$ cat config.mk
export PLATFORM = sky130hd
export DESIGN_NAME = seq_divider33_11
export DESIGN_NICKNAME = d
export VERILOG_FILES = /design/src/rtl/seq_divider33_11.sv
export SDC_FILE = /design/constraint.sdc
export NUM_CORES = 1
export LEC_CHECK = 0
export BUFFER_PORTS_ARGS = -buffer_cell sky130_fd_sc_hd__buf_4
export CAP_MARGIN = 10
export CORE_ASPECT_RATIO = 1.2
export CORE_MARGIN = 1.5
export CORE_UTILIZATION = 55
export CTS_CLUSTER_DIAMETER = 150
export DETAILED_ROUTE_END_ITERATION = 7
export PLACE_DENSITY = 0.79
export SLEW_MARGIN = 5
export SYNTH_ARGS = -nofsm -noshare
export SYNTH_HDL_FRONTEND = slang
export SYNTH_SLANG_ARGS = --single-unit
$ cat constraint.sdc
create_clock -name clk -period 3.99 [get_ports clk]
set_clock_uncertainty 0.05 [all_clocks]
set_input_delay 0.798 -clock clk [delete_from_list [all_inputs] [get_ports clk]]
set_output_delay 0.798 -clock clk [all_outputs]
set_load 0.005 [all_outputs]
$ cat src/rtl/seq_divider33_11.sv
// rtl/seq_divider33_11.sv - 33/11-bit unsigned restoring divider, one quotient bit per cycle.
// Define DIV_FAST_SMALL_EN to finish in one cycle when dividend < divisor.
module seq_divider33_11 #(
  parameter int DIVIDEND_W = 33,
  parameter int DIVISOR_W  = 11
) (
  input  logic                  clk,
  input  logic                  rst_n,
  input  logic                  start,
  input  logic [DIVIDEND_W-1:0] dividend,
  input  logic [DIVISOR_W-1:0]  divisor,
  output logic                  busy,
  output logic                  done,
  output logic [DIVIDEND_W-1:0] quotient,
  output logic [DIVISOR_W-1:0]  remainder,
  output logic                  div_by_zero
);

  localparam int CNT_W = $clog2(DIVIDEND_W + 1);
  localparam logic [CNT_W-1:0] CNT_LOAD = CNT_W'(DIVIDEND_W);
  localparam logic [CNT_W-1:0] CNT_LAST = CNT_W'(1);

  typedef enum logic [1:0] {IDLE, RUN, DONE} state_t;

  state_t                state, state_next;
  logic [DIVIDEND_W-1:0] q_shift;
  logic [DIVISOR_W-1:0]  dvsr;
  logic [DIVISOR_W-1:0]  pr;
  logic [CNT_W-1:0]      cnt;
  logic                  zero_op;
  logic                  small_op;

  logic                  accept;
  logic                  finish;
  logic [DIVISOR_W:0]    pr_sh;
  logic [DIVISOR_W:0]    diff;
  logic                  no_borrow;
  logic [DIVISOR_W-1:0]  pr_next;
  logic [DIVIDEND_W-1:0] q_next;

  assign accept = start && (state != RUN);
  assign finish = zero_op || small_op || (cnt == CNT_LAST);

  // Since pr < divisor, the 12-bit trial difference lies in (-2048, 2048),
  // so its sign bit alone tells whether the subtraction borrowed.
  assign pr_sh     = {pr, q_shift[DIVIDEND_W-1]};
  assign diff      = pr_sh + ~{1'b0, dvsr} + (DIVISOR_W+1)'(1);
  assign no_borrow = ~diff[DIVISOR_W];
  assign pr_next   = no_borrow ? diff[DIVISOR_W-1:0] : pr_sh[DIVISOR_W-1:0];
  assign q_next    = {q_shift[DIVIDEND_W-2:0], no_borrow};

  always_ff @(posedge clk) begin
    if (!rst_n) state <= IDLE;
    else        state <= state_next;
  end

  always_comb begin
    state_next = state;
    case (state)
      IDLE:    if (start) state_next = RUN;
      RUN:     if (finish) state_next = DONE;
      DONE:    state_next = start ? RUN : IDLE;
      default: state_next = IDLE;
    endcase
  end

  always_comb begin
    busy = 1'b0;
    done = 1'b0;
    case (state)
      RUN:     busy = 1'b1;
      DONE:    done = 1'b1;
      default: ;
    endcase
  end

  always_ff @(posedge clk) begin
    if (!rst_n) begin
      q_shift     <= '0;
      dvsr        <= '0;
      pr          <= '0;
      cnt         <= '0;
      zero_op     <= 1'b0;
      small_op    <= 1'b0;
      quotient    <= '0;
      remainder   <= '0;
      div_by_zero <= 1'b0;
    end else if (accept) begin
      q_shift     <= dividend;
      dvsr        <= divisor;
      pr          <= '0;
      cnt         <= CNT_LOAD;
      zero_op     <= (divisor == '0);
`ifdef DIV_FAST_SMALL_EN
      small_op    <= (divisor != '0) && (dividend < {{(DIVIDEND_W-DIVISOR_W){1'b0}}, divisor});
`else
      small_op    <= 1'b0;
`endif
      div_by_zero <= 1'b0;
    end else if (state == RUN) begin
      // q_shift still holds the untouched dividend on the short paths.
      if (zero_op) begin
        quotient    <= '1;
        remainder   <= q_shift[DIVISOR_W-1:0];
        div_by_zero <= 1'b1;
      end else if (small_op) begin
        quotient    <= '0;
        remainder   <= q_shift[DIVISOR_W-1:0];
      end else begin
        pr      <= pr_next;
        q_shift <= q_next;
        cnt     <= cnt - CNT_LAST;
        if (cnt == CNT_LAST) begin
          quotient  <= q_next;
          remainder <= pr_next;
        end
      end
    end
  end

endmodule

==> flow_metrics.env <==
export IMPL_p_leak_nw=2.34
export IMPL_track_usage_pct=27.1
export IMPL_syn_inst=558
export IMPL_grt_first_pass_wirelength_mm=20.4
export IMPL_finalCriticalPeriod_ns=3.05
export IMPL_met1_usage_pct=33.5
export IMPL_cts_buffer_depth=2
export IMPL_synth_warnings=0
export IMPL_syn2layout_area_growth_pct=17.9
export IMPL_synth_fa_ha_area_share_pct=3.70
export IMPL_hold_depth=2
export IMPL_critPathLaunchType="flip-flop"
export IMPL_regToRegSetupSlack_ns=0.94
export IMPL_p_per_area_mw_per_mm2=430
export IMPL_ctsRootBufferMaster="clkbuf_8"
export IMPL_maxCapViolCount=0
export IMPL_muxShareOfSynthArea_pct=2.13
export IMPL_vias=4439
export IMPL_grt_setup_unrepaired="false"
export IMPL_cts_buffers=9
export IMPL_status="completed"
export IMPL_syn_cell_area_mm2=0.00494
export IMPL_met2_usage_pct=46.6
export IMPL_ys_ff_latch=109
export IMPL_ys_types=56
export IMPL_fp_dieArea_mm2=0.00956
export IMPL_yosys_most_used_dff="dfxtp_1"
export IMPL_grt_ovfl_total=0
export IMPL_setup_tns_ns=0
export IMPL_grtUsageMet3_pct=3.00
export IMPL_drc=0
export IMPL_fin_ws_ns=0.944
export IMPL_die_h_um=107
export IMPL_postRouteAntennaNets=0
export IMPL_grt_pass1_vias=4344
export IMPL_timing_rr_start="dvsr[3]$_SDFFE_PN0P_"
export IMPL_synth_edff_count=0
export IMPL_crit_type="reg2reg"
export IMPL_fillers=699
export IMPL_finalCritPeriodShare_pct=76.3
export IMPL_reg2reg_depth=9
export IMPL_crit_path_max_incr_delay_ns=0.76
export IMPL_drv_slew=0
export IMPL_p_total_mw=2.50
export IMPL_synth_simple_area_share_pct=16.2
export IMPL_peakVddDrop_mv=0.220
export IMPL_cts_resized=0
export IMPL_hp_start="dvsr[10]$_SDFFE_PN0P_"
export IMPL_drt_initial_drc_count=244
export IMPL_yosysSeqAreaShare_pct=44.2
export IMPL_fp_dieW_um=89.5
export IMPL_hold_end="dvsr[10]$_SDFFE_PN0P_"
export IMPL_max_slew_margin_rel_pct=20.8
export IMPL_nNetsFinal=691
export IMPL_routed_via_density=5.90
export IMPL_synth_xor_area_share_pct=1.77
export IMPL_placementRows=37
export IMPL_critPathCaptureType="flip-flop"
export IMPL_syn_avg_cell_area_um2=8.85
export IMPL_syn_nets=619
export IMPL_io_pins=94
export IMPL_worstPathRequired_ns=4.25
export IMPL_numClockSinks=109
export IMPL_antenna_found_initial=0
export IMPL_hold_class="reg2reg"
export IMPL_post_dp_hpwl_mm=8.55
export IMPL_synth_compound_area_share_pct=26.3
export IMPL_critical_path_top_delay_family="compound AO/OA/AOI/OAI gates"
export IMPL_io_buffers=93
export IMPL_drive_gt1_share_pct=26.3
export IMPL_cts_tree="yes"
export IMPL_antenna_cells=0
export IMPL_max_freq_ghz=0.328
export IMPL_cts_hold_buf=0
export IMPL_cts_setup_buffers=0
export IMPL_start_util_pct=57.1
export IMPL_h_tree_depth=3
export IMPL_clkTransAtPathRegs_ns=0.11
export IMPL_crit_fanout=15
export IMPL_place_ws_ns=1.02
export IMPL_timing_hold_violations_final=0
export IMPL_top_usage_layer="met2"
export IMPL_drt_pass1_iter_count=5
export IMPL_drt_wl_total_mm=12.3
export IMPL_grt_max_degree=52
export IMPL_cp_cell_sequence="inv_1, ha_1, and2_1, a221oi_2, a21oi_1, a221oi_4, mux2_2, o21ai_0, o211a_1"
export IMPL_wl_per_cell_um=16.4
export IMPL_crit_buf_inv=1
export IMPL_setup_violations=0
export IMPL_critPathSlowestCell="a221oi_4"
export IMPL_r2r_end="remainder[0]$_SDFFE_PN0P_"
export IMPL_synthArstFlopShare_pct=0
export IMPL_tightest_slew_ns=1.19
export IMPL_gp_congestion=0.957
export IMPL_placeableCoreArea_mm2=0.00866
export IMPL_cp_arrival_ns=3.31
export IMPL_clk_latency_ns=0.38
export IMPL_synth_top_family_by_area="compound AO/OA/AOI/OAI gates"
synthesized netlist by cell type (all sizes together) (13+ instances only):
| library cell | number | area (µm²) |
|---|---|---|
| a21oi | 44 | 220 |
| a22oi | 13 | 97.6 |
| a311oi | 20 | 175 |
| clkbuf | 34 | 168 |
| dfxtp | 109 | 2180 |
| ha | 13 | 163 |
| inv | 20 | 75.1 |
| nand2 | 91 | 342 |
| nand3 | 13 | 65.1 |
| nor2 | 54 | 203 |
| o221a | 33 | 372 |
cells in the final DEF (no fill, tap or decap), types with 2 or more instances in the layout:
cell,Yosys,final
clkbuf_8,4,9
clkinvlp_4,0,2
a2111oi_0,2,2
nor3_1,7,7
mux2_2,4,4
nand2_1,91,91
o211ai_1,4,4
and2b_2,2,2
xor2_1,3,3
o221a_2,33,33
inv_8,0,2
nand3_1,13,13
dfxtp_1,109,109
ha_1,13,13
mux2i_1,6,6
nor2b_1,2,2
o21ai_0,8,8
o31ai_1,5,5
a21oi_1,44,44
or3_1,3,3
inv_1,20,20
nor4_1,4,4
o22ai_1,5,5
xnor2_1,7,7
nor2_1,54,51
nor2_2,0,3
buf_4,0,100
nand2b_1,2,2
a211oi_1,9,9
a22oi_1,13,13
and3_1,4,4
o21a_1,6,6
a311oi_1,20,20
clkinv_1,2,2
and2_1,2,2
final cells by class:
type / count / area, µm² / share of cell area [%]
multi-input combinational: 388 / 2480 / 42.6
sequential: 109 / 2180 / 37.4
timing repair buffer: 100 / 751 / 12.9
tap: 117 / 146 / 2.51
clock buffer: 10 / 128 / 2.19
inverter: 22 / 82.6 / 1.42
clock inverter: 6 / 55.1 / 0.945
tightest hold or removal path: stages, from the launching register on:
cell and delay (ns):
dfxtp_1 0.32, nand2_1 0.05, a21oi_1 0.05
per-layer routing:
| layer | up-vias | wire (µm) |
|---|---|---|
| li1 | 2171 | - |
| met1 | 2113 | 5300 |
| met2 | 131 | 6220 |
| met3 | 24 | 535 |
| met4 | 0 | 267 |
| met5 | - | 0 |
metrics by stage:
step	cells	util, %	cell area, µm²	hold WS [ns]
2_1_floorplan	558	-	4940	0.386
3_3_place_gp	736	65.2	5640	0.395
3_5_place_dp	736	65.2	5640	0.398
4_1_cts	752	67.3	5830	0.413
5_1_grt	752	67.3	5830	0.429
6_report	752	67.3	5830	0.410
report_power, final:
| part | switching, mW | total (mW) | internal [mW] |
|---|---|---|---|
| registers | 0.0618 | 1.23 | 1.17 |
| clock network | 0.397 | 0.637 | 0.240 |
| logic | 0.352 | 0.637 | 0.285 |
registers in the layout, indices dropped and copies added (netlist names):
signal       flops
q_shift         33
quotient        33
dvsr            11
pr              11
remainder       11
cnt              6
state            2
div_by_zero      1
zero_op          1
how the worst max path moves through the flow:
stage | startpoint | endpoint | slack [ns] | cells past startpoint
final | dvsr[3]$_SDFFE_PN0P_ | remainder[0]$_SDFFE_PN0P_ | 0.94 | 9
after global routing | dvsr[3]$_SDFFE_PN0P_ | remainder[0]$_SDFFE_PN0P_ | 0.78 | 9
after CTS | dvsr[3]$_SDFFE_PN0P_ | remainder[0]$_SDFFE_PN0P_ | 0.98 | 9
after detailed placement | dvsr[3]$_SDFFE_PN0P_ | remainder[0]$_SDFFE_PN0P_ | 1.02 | 9
after global placement | dvsr[4]$_SDFFE_PN0P_ | remainder[0]$_SDFFE_PN0P_ | 1.06 | 9
after floorplan | dvsr[7]$_SDFFE_PN0P_ | remainder[0]$_SDFFE_PN0P_ | 1.53 | 9
logic make-up after synthesis:
group	after synthesis
DFF	109
muxes	10
AOI/OAI and AO/OA	165
adders and majority gates	14
and+or+nand+nor	189
xor gates and xnor gates	10
buffers and inverters	61
No activity file was read; power rests on OpenSTA's default activity.
